**config.mk**
```make
export PLATFORM = sky130hd
export DESIGN_NAME = id_ex_stage
export DESIGN_NICKNAME = d
export VERILOG_FILES = /design/src/rtl/rv32i_pkg.sv /design/src/rtl/fwd_unit.sv /design/src/rtl/id_ex_stage.sv
export SDC_FILE = /design/constraint.sdc
export NUM_CORES = 1
export LEC_CHECK = 0
export BUFFER_PORTS_ARGS = -buffer_cell sky130_fd_sc_hd__buf_2
export CORE_MARGIN = 2
export CORE_UTILIZATION = 41
export DETAILED_ROUTE_END_ITERATION = 8
export GPL_TIMING_DRIVEN = 0
export SYNTH_ARGS = -nofsm -noshare
export SYNTH_HDL_FRONTEND = slang
export SYNTH_SLANG_ARGS = --single-unit
```
**constraint.sdc**
```tcl
create_clock -name i_clk -period 16.1 [get_ports i_clk]
set_input_delay 2.415 -clock i_clk [delete_from_list [all_inputs] [get_ports i_clk]]
set_output_delay 2.415 -clock i_clk [all_outputs]
set_load 0.1 [all_outputs]
```
**src/rtl/rv32i_pkg.sv**
```systemverilog
// Shared types for the ID/EX pipeline register: ALU op codes, operand selects,
// the held-instruction entry and the two-entry skid buffer state.
package rv32i_pkg;

    localparam int XLEN    = 32;
    localparam int XREG_AW = 5;

    typedef enum logic [3:0] {
        ALU_ADD  = 4'd0,
        ALU_SUB  = 4'd1,
        ALU_AND  = 4'd2,
        ALU_OR   = 4'd3,
        ALU_XOR  = 4'd4,
        ALU_SLL  = 4'd5,
        ALU_SRL  = 4'd6,
        ALU_SRA  = 4'd7,
        ALU_SLT  = 4'd8,
        ALU_SLTU = 4'd9
    } alu_op_t;

    typedef enum logic {
        A_RS1 = 1'b0,
        A_PC  = 1'b1
    } a_sel_t;

    typedef enum logic {
        B_RS2 = 1'b0,
        B_IMM = 1'b1
    } b_sel_t;

    typedef enum logic [1:0] {
        EMPTY = 2'd0,
        ONE   = 2'd1,
        TWO   = 2'd2
    } stage_state_t;

    typedef struct packed {
        logic [XLEN-1:0]    pc;
        logic [XLEN-1:0]    rs1;
        logic [XLEN-1:0]    rs2;
        logic [XLEN-1:0]    imm;
        logic [XREG_AW-1:0] rs1_addr;
        logic [XREG_AW-1:0] rs2_addr;
        logic [XREG_AW-1:0] rd;
        alu_op_t            alu_op;
        a_sel_t             a_sel;
        b_sel_t             b_sel;
        logic               we;
    } ex_entry_t;

endpackage

```
**src/rtl/fwd_unit.sv**
```systemverilog
// Writeback bypass for one source operand: substitutes the writeback value
// when it targets this operand's register (never x0).
module fwd_unit #(
    parameter int WIDTH  = 32,
    parameter int REG_AW = 5
) (
    input  logic [REG_AW-1:0] i_addr,
    input  logic [WIDTH-1:0]  i_data,
    input  logic              i_wb_we,
    input  logic [REG_AW-1:0] i_wb_rd,
    input  logic [WIDTH-1:0]  i_wb_data,
    output logic [WIDTH-1:0]  o_data
);

    logic w_hit;

    assign w_hit  = i_wb_we && (i_wb_rd != '0) && (i_wb_rd == i_addr);
    assign o_data = w_hit ? i_wb_data : i_data;

endmodule

```
**src/rtl/id_ex_stage.sv**
```systemverilog
// ID/EX pipeline register built as a two-entry skid buffer: o_ready depends only
// on occupancy, and held operands keep tracking writebacks until they issue.
module id_ex_stage
    import rv32i_pkg::*;
#(
    parameter int WIDTH  = XLEN,
    parameter int REG_AW = XREG_AW
) (
    input  logic              i_clk,
    input  logic              i_rst,
    input  logic              i_valid,
    output logic              o_ready,
    input  logic [WIDTH-1:0]  i_pc,
    input  logic [WIDTH-1:0]  i_rs1_data,
    input  logic [WIDTH-1:0]  i_rs2_data,
    input  logic [WIDTH-1:0]  i_imm,
    input  logic [REG_AW-1:0] i_rs1_addr,
    input  logic [REG_AW-1:0] i_rs2_addr,
    input  logic [REG_AW-1:0] i_rd,
    input  logic [3:0]        i_alu_op,
    input  logic              i_a_sel,
    input  logic              i_b_sel,
    input  logic              i_we,
    input  logic              i_wb_we,
    input  logic [REG_AW-1:0] i_wb_rd,
    input  logic [WIDTH-1:0]  i_wb_data,
    input  logic              i_flush,
    output logic              o_valid,
    input  logic              i_ready,
    output logic [3:0]        o_alu_op,
    output logic [WIDTH-1:0]  o_a,
    output logic [WIDTH-1:0]  o_b,
    output logic [WIDTH-1:0]  o_pc,
    output logic [REG_AW-1:0] o_rd,
    output logic              o_we
);

    stage_state_t r_state;
    ex_entry_t    r_main;
    ex_entry_t    r_skid;

    ex_entry_t    w_new;
    ex_entry_t    w_main_upd;
    ex_entry_t    w_skid_upd;
    logic         w_in;
    logic         w_out;

    logic [WIDTH-1:0] w_new_rs1, w_new_rs2;
    logic [WIDTH-1:0] w_main_rs1, w_main_rs2;
    logic [WIDTH-1:0] w_skid_rs1, w_skid_rs2;

    assign o_valid = (r_state != EMPTY);
    assign o_ready = (r_state != TWO);
    assign w_in    = i_valid && o_ready;
    assign w_out   = o_valid && i_ready;

    // Capture-time bypass for the incoming instruction
    fwd_unit #(.WIDTH(WIDTH), .REG_AW(REG_AW)) u_fwd_new_rs1 (
        .i_addr(i_rs1_addr), .i_data(i_rs1_data), .i_wb_we(i_wb_we),
        .i_wb_rd(i_wb_rd), .i_wb_data(i_wb_data), .o_data(w_new_rs1));
    fwd_unit #(.WIDTH(WIDTH), .REG_AW(REG_AW)) u_fwd_new_rs2 (
        .i_addr(i_rs2_addr), .i_data(i_rs2_data), .i_wb_we(i_wb_we),
        .i_wb_rd(i_wb_rd), .i_wb_data(i_wb_data), .o_data(w_new_rs2));

    // Hold-time bypass for the main and skid entries
    fwd_unit #(.WIDTH(WIDTH), .REG_AW(REG_AW)) u_fwd_main_rs1 (
        .i_addr(r_main.rs1_addr), .i_data(r_main.rs1), .i_wb_we(i_wb_we),
        .i_wb_rd(i_wb_rd), .i_wb_data(i_wb_data), .o_data(w_main_rs1));
    fwd_unit #(.WIDTH(WIDTH), .REG_AW(REG_AW)) u_fwd_main_rs2 (
        .i_addr(r_main.rs2_addr), .i_data(r_main.rs2), .i_wb_we(i_wb_we),
        .i_wb_rd(i_wb_rd), .i_wb_data(i_wb_data), .o_data(w_main_rs2));
    fwd_unit #(.WIDTH(WIDTH), .REG_AW(REG_AW)) u_fwd_skid_rs1 (
        .i_addr(r_skid.rs1_addr), .i_data(r_skid.rs1), .i_wb_we(i_wb_we),
        .i_wb_rd(i_wb_rd), .i_wb_data(i_wb_data), .o_data(w_skid_rs1));
    fwd_unit #(.WIDTH(WIDTH), .REG_AW(REG_AW)) u_fwd_skid_rs2 (
        .i_addr(r_skid.rs2_addr), .i_data(r_skid.rs2), .i_wb_we(i_wb_we),
        .i_wb_rd(i_wb_rd), .i_wb_data(i_wb_data), .o_data(w_skid_rs2));

    always_comb begin
        w_new          = '0;
        w_new.pc       = i_pc;
        w_new.rs1      = w_new_rs1;
        w_new.rs2      = w_new_rs2;
        w_new.imm      = i_imm;
        w_new.rs1_addr = i_rs1_addr;
        w_new.rs2_addr = i_rs2_addr;
        w_new.rd       = i_rd;
        w_new.alu_op   = alu_op_t'(i_alu_op);
        w_new.a_sel    = a_sel_t'(i_a_sel);
        w_new.b_sel    = b_sel_t'(i_b_sel);
        w_new.we       = i_we;

        w_main_upd     = r_main;
        w_main_upd.rs1 = w_main_rs1;
        w_main_upd.rs2 = w_main_rs2;

        w_skid_upd     = r_skid;
        w_skid_upd.rs1 = w_skid_rs1;
        w_skid_upd.rs2 = w_skid_rs2;
    end

    // Held entries absorb writebacks every edge; transfers override below.
    always_ff @(posedge i_clk or posedge i_rst) begin
        if (i_rst) begin
            r_state <= EMPTY;
            r_main  <= '0;
            r_skid  <= '0;
        end else begin
            r_main <= w_main_upd;
            r_skid <= w_skid_upd;
            if (i_flush) begin
                r_state <= EMPTY;
            end else begin
                case (r_state)
                    EMPTY: begin
                        if (w_in) begin
                            r_main  <= w_new;
                            r_state <= ONE;
                        end
                    end
                    ONE: begin
                        case ({w_in, w_out})
                            2'b11: r_main <= w_new;
                            2'b10: begin
                                r_skid  <= w_new;
                                r_state <= TWO;
                            end
                            2'b01: r_state <= EMPTY;
                            default: ;
                        endcase
                    end
                    TWO: begin
                        if (w_out) begin
                            r_main  <= w_skid_upd;
                            r_state <= ONE;
                        end
                    end
                    default: r_state <= EMPTY;
                endcase
            end
        end
    end

    assign o_alu_op = r_main.alu_op;
    assign o_a      = (r_main.a_sel == A_PC)  ? r_main.pc  : r_main.rs1;
    assign o_b      = (r_main.b_sel == B_IMM) ? r_main.imm : r_main.rs2;
    assign o_pc     = r_main.pc;
    assign o_rd     = r_main.rd;
    assign o_we     = r_main.we && o_valid;

endmodule

```
# After elaboration in Yosys (flattened, before gate mapping)
# Cells that the tools add are included.
# totals
regBits,302
in_bits,193
output_inout_bits,108
wordCells,80
# op_classes
n_eq_ne,18
n_mux,21
bitwise_logic,1
reduce_logical,17
# op_table
op,n
$mux 118,4
$mux 150,3
$pmux 150 s3,1
$mux 32,8
$eq 5x5->1,6
$logic_and 1x1->1,10
$eq 2x2->1 const B,3
$mux 2,3
$ne 2x2->1 const B,3
$ne 3x3->1 const B,2
$pmux 2 s3,1
$reduce_and 3->1,2
$reduce_and 5->1,1
$reduce_bool 5->1,1
$eq 2x1->1 const B,2
$ne 4x3->1 const B,1
$pmux 2 s2,1
$reduce_bool 3->1,1
$logic_not 2->1,1
$ne 2x1->1 const B,1
$reduce_bool 2->1,1
$not 1->1,1

# Longest topological paths before layout
# logic_depth
ltp_word,7
depth_mapped,9
mapped_depth_nobuf,5

# By module
# A second synthesis with hierarchy kept.
# unflattened
cells_unflattened,1473
area_unflattened_um2,19374.8
# by_module_without_submodules
module,n_inst,cells_each,area_per_inst_um2,seq_area_each_um2
id_ex_stage,1,1203,15808.9,7557.2
fwd_unit,6,45,594.3,0.0

# Least setup slack after synthesis
# Ideal clock, no wire load.
# synth_timing
path_kind,in2reg
startpoint,input port i_wb_rd[3]
endpoint,register r_main[58] in the netlist's numbering
setup_ps,87
arrival_ps,4158
setup_slack_ps,11855
cell_stages,8
n_path_buf,3
path_cell_list,buf_4 -> or4_4 -> o21a_4 -> nand4_1 -> buf_2 -> buf_4 -> mux2_2 -> o211ai_1
# synth_via
elab_chain_len,7
word_cells_on_any_way,16
# synth_lines
element,line,source
start: declaration,id_ex_stage.sv:25,"input logic [REG_AW-1:0] i_wb_rd,"
$reduce_bool 5->1,fwd_unit.sv:17,assign w_hit = i_wb_we && (i_wb_rd != '0) && (i_wb_rd == i_addr);
$logic_and 1x1->1 (2 in series),fwd_unit.sv:17,
$mux 32,fwd_unit.sv:18,assign o_data = w_hit ? i_wb_data : i_data;
"$mux 150, on equally long branches","id_ex_stage.sv:133, id_ex_stage.sv:116, id_ex_stage.sv:122",
$pmux 150 s3,id_ex_stage.sv:114,case (r_state)
$mux 118 (*),id_ex_stage.sv:111,if (i_flush) begin
end signal: assignment,id_ex_stage.sv:109,r_main <= w_main_upd;
end signal: assignment,id_ex_stage.sv:117,r_main <= w_new;
end signal: assignment,id_ex_stage.sv:134,r_main <= w_skid_upd;
end: declaration,id_ex_stage.sv:39,ex_entry_t r_main;
# Mark *: on every way between the ends. The rest lies on a longest branch, timed or not. The select of a mux whose other input is x is not followed.
# A chain may end at the register's enable or synchronous reset.

# Final worst setup path
# layout_timing
startpoint,register r_main[2] in the netlist's numbering
endpoint,output port o_a[26]
# layout_via
elab_chain_len,1
# layout_lines
element,line,source
start signal: assignment,id_ex_stage.sv:109,
start signal: assignment,id_ex_stage.sv:117,
start signal: assignment,id_ex_stage.sv:123,2'b11: r_main <= w_new;
$mux 32,id_ex_stage.sv:145,assign o_a = (r_main.a_sel == A_PC) ? r_main.pc : r_main.rs1;
end: declaration,id_ex_stage.sv:31,"output logic [WIDTH-1:0] o_a,"
# No other way between the ends.

==> flow_metrics.env <==
export IMPL_max_freq_mhz=190
export IMPL_num_io_pins=301
export IMPL_ant_nets=0
export IMPL_power_leakage_nw=8.37
export IMPL_syn_instance_count=1565
export IMPL_yosys_warnings=0
export IMPL_synthesis_area_mm2=0.0166
export IMPL_worstSetupStartpoint="r_main[2]"
export IMPL_p_per_area_mw_per_mm2=157
export IMPL_hold_slack_ns=0.497
export IMPL_crit_required_ns=13.69
export IMPL_start_util_pct=41.6
export IMPL_worstMarginPinSlew_ns=1.10
export IMPL_crit_arrival_ns=2.85
export IMPL_min_path_type="register to register"
export IMPL_drv_cap=0
export IMPL_drtPass1Iterations=5
export IMPL_period_needed_ns=5.26
export IMPL_cp_num_cells=4
export IMPL_cts_hold_buf=0
export IMPL_cts_sinks=302
export IMPL_fillerInstances=3753
export IMPL_path_class="register to output pin"
export IMPL_pre_cts_ws_ns=10.91
export IMPL_htreeDepth=2
export IMPL_rsz0062_at_grt="false"
export IMPL_cts_root_buf="clkbuf_16"
export IMPL_fin_crit_sh_pct=32.7
export IMPL_dpl_instance_area_mm2=0.0188
export IMPL_min_from="r_skid[59]"
export IMPL_ys_seq_area_share_pct=45.6
export IMPL_hpwl_mm=39.4
export IMPL_path_clk_slew_ns=0.06
export IMPL_dr_total_vias=13500
export IMPL_ys_types=42
export IMPL_cp_buffers_inverters=3
export IMPL_synth_nets=1758
export IMPL_grt_max_degree=97
export IMPL_slowest_delay_ns=0.83
export IMPL_ys_seq_elements=302
export IMPL_insertion_delay_ns=0.55
export IMPL_cts_resized=0
export IMPL_whs_path_depth=2
export IMPL_drc=0
export IMPL_final_setup_viol_count=0
export IMPL_wl_mm=54.8
export IMPL_slew_headroom_pct=26.9
export IMPL_outcome="complete, no violations"
export IMPL_cts_tree="yes"
export IMPL_grt_pass1_vias=13700
export IMPL_slew_viol_final=0
export IMPL_vdd_ir_drop_worst_mv=0.0975
export IMPL_antenna_found_initial=17
export IMPL_drive_above_1_share_pct=37.9
export IMPL_finalNetCount=2095
export IMPL_grt_overflow_total=0
export IMPL_gp_congestion=0.827
export IMPL_critPathLaunchType="register"
export IMPL_portBuffers=294
export IMPL_worst_path_most_repeated_cell="clkbuf_1"
export IMPL_crit_family="buffers and inverters"
export IMPL_grt_usage_pct=26.1
export IMPL_cts_buffers=38
export IMPL_r2r_start="r_state[1]"
export IMPL_drt_iter0_drc=865
export IMPL_design_area_mm2=0.0201
export IMPL_synth_avg_cell_area_um2=10.6
export IMPL_end_kind="output pin"
export IMPL_die_area_mm2=0.0420
export IMPL_postCtsSetupBuffers=0
export IMPL_clock_path_buffers=3
export IMPL_worst_clock_skew_ns=0.0153
export IMPL_rr_worst_depth=7
export IMPL_crit_fanout=10
export IMPL_path_cells="clkbuf_1, clkbuf_1, mux2_2, buf_2"
export IMPL_coreArea_mm2=0.0398
export IMPL_die_height_um=205
export IMPL_post_drt_wl_per_cell_um=22.2
export IMPL_row_count=73
export IMPL_fin_ws_ns=10.84
export IMPL_die_w_um=205
export IMPL_via_per_inst=5.47
export IMPL_grt_pass1_wl_mm=82.8
export IMPL_area_growth_pct=21.5
export IMPL_slowest_stage="clkbuf_1"
export IMPL_hold_viol_final=0
export IMPL_setup_tns_ns=0
final cells by class:
cell class | count | area (um^2) | area share, %
buffer | 172 | 917 | 4.56
antenna | 10 | 25.0 | 0.124
inverter | 33 | 131 | 0.653
clock buffer | 58 | 1160 | 5.76
tap | 525 | 657 | 3.26
clock inverter | 9 | 151 | 0.752
timing repair buffer | 297 | 1550 | 7.72
sequential | 302 | 7560 | 37.6
multi-input combinational | 1058 | 7970 | 39.6
through the flow:
step,total power (W),cells,utilization (%)
finish,0.00317,2464,50.5
floorplan,0.00204,1565,-
detailed placement,0.00228,2387,47.2
global placement,0.00225,2384,47.0
CTS,0.00319,2454,50.5
global route,0.00331,2459,50.5
worst paths after layout:
check | end | slack (ns)
max in group asynchronous | o_pc[22] | 13.01
worst max register to register | r_main[40] | 12.92
min in group asynchronous | r_skid[4] | 1.89
worst min-delay path | r_skid[59] | 0.50
worst min register to register | r_skid[59] | 0.50
worst max-delay path | o_a[26] | 10.84
routing by layer:
layer | global-route usage (%) | part of all wire (%) | vias to the layer above
li1 | - | - | 6271
met1 | 35.2 | 44 | 6675
met2 | 41.0 | 47 | 419
met3 | 6.06 | 6.6 | 88
met4 | 9.25 | 2.6 | 16
met5 | 0 | 0.15 | -
synth_stat cells:
master | number | area share, %
dfrtp_1 | 302 | 46
mux2_2 | 250 | 17
nand2_1 | 194 | 4.4
nor2_1 | 178 | 4.0
a221oi_1 | 86 | 4.5
clkbuf_1 | 82 | 1.9
mux2i_1 | 65 | 3.9
o211ai_1 | 64 | 2.9
buf_4 | 45 | 2.0
nand2b_1 | 35 | 1.3
buf_2 | 34 | 1.0
inv_1 | 33 | 0.75
a32oi_1 | 32 | 1.7
o21ai_0 | 32 | 0.97
mux2_1 | 29 | 2.0
o221a_2 | 27 | 1.8
xor2_1 | 19 | 1.0
xnor2_1 | 11 | 0.58
buf_6 | 8 | 0.54
o221a_1 | 5 | 0.34
nand3_1 | 4 | 0.12
buf_1 | 3 | 0.068
nor2b_1 | 3 | 0.11
nor3_1 | 3 | 0.091
a31oi_1 | 2 | 0.075
and2_1 | 2 | 0.075
nor4_2 | 2 | 0.15
a211oi_1 | 1 | 0.045
a21oi_1 | 1 | 0.030
and3_4 | 1 | 0.068
and3b_1 | 1 | 0.053
mux2i_4 | 1 | 0.14
nand4_1 | 1 | 0.038
nor3_2 | 1 | 0.060
nor3b_2 | 1 | 0.075
nor4_4 | 1 | 0.13
o21a_4 | 1 | 0.091
o21ai_2 | 1 | 0.053
o21ba_2 | 1 | 0.060
o21bai_1 | 1 | 0.045
or2_2 | 1 | 0.038
or4_4 | 1 | 0.068
flip-flops by register name, summed over array words and instances (netlist names):
register  count
o_rd          5
r_main      109
o_pc         32
o_alu_op      4
r_state       2
r_skid      150
worst reg2reg max path: cells and delay by family (launching register included):
family / cells / cell delay, ns
compound gates: 3 / 1.01
buf+inv: 2 / 1.29
simple gates: 2 / 0.36
flops: 1 / 0.43
power breakdown:
part / internal (W) / switching [W] / total (W)
Sequential: 0.000980 / 0.000134 / 0.00111
Combinational: 0.000348 / 0.000803 / 0.00115
Clock: 0.000560 / 0.000341 / 0.000901
cells in the final DEF, fill, tap and decap left out, drive strengths merged, types with 2 or more instances in the layout:
cell	n
xor2	19
mux2i	66
nor2b	3
mux2	279
o21ai	33
a221oi	86
nand3	4
nor2	178
xnor2	11
nand2b	35
a31oi	2
buf	387
nor3	4
dfrtp	302
o221a	32
nor4	3
clkinv	3
bufinv	4
o211ai	64
a32oi	32
and2	2
nand2	194
diode	10
inv	34
clkbuf	140
cells by family (layout without fill, tap and decap cells):
logic type	count (synthesis)	count (layout)	share of synthesized area (%)
muxes	345	345	23.0
and+or+nand+nor	429	429	10.8
AOI/OAI and AO/OA	254	254	12.7
xor gates and xnor gates	30	30	1.59
DFF	302	302	45.6
buffers and inverters	205	569	6.28
other	0	10	0
Power figures use the tool's default switching activity.
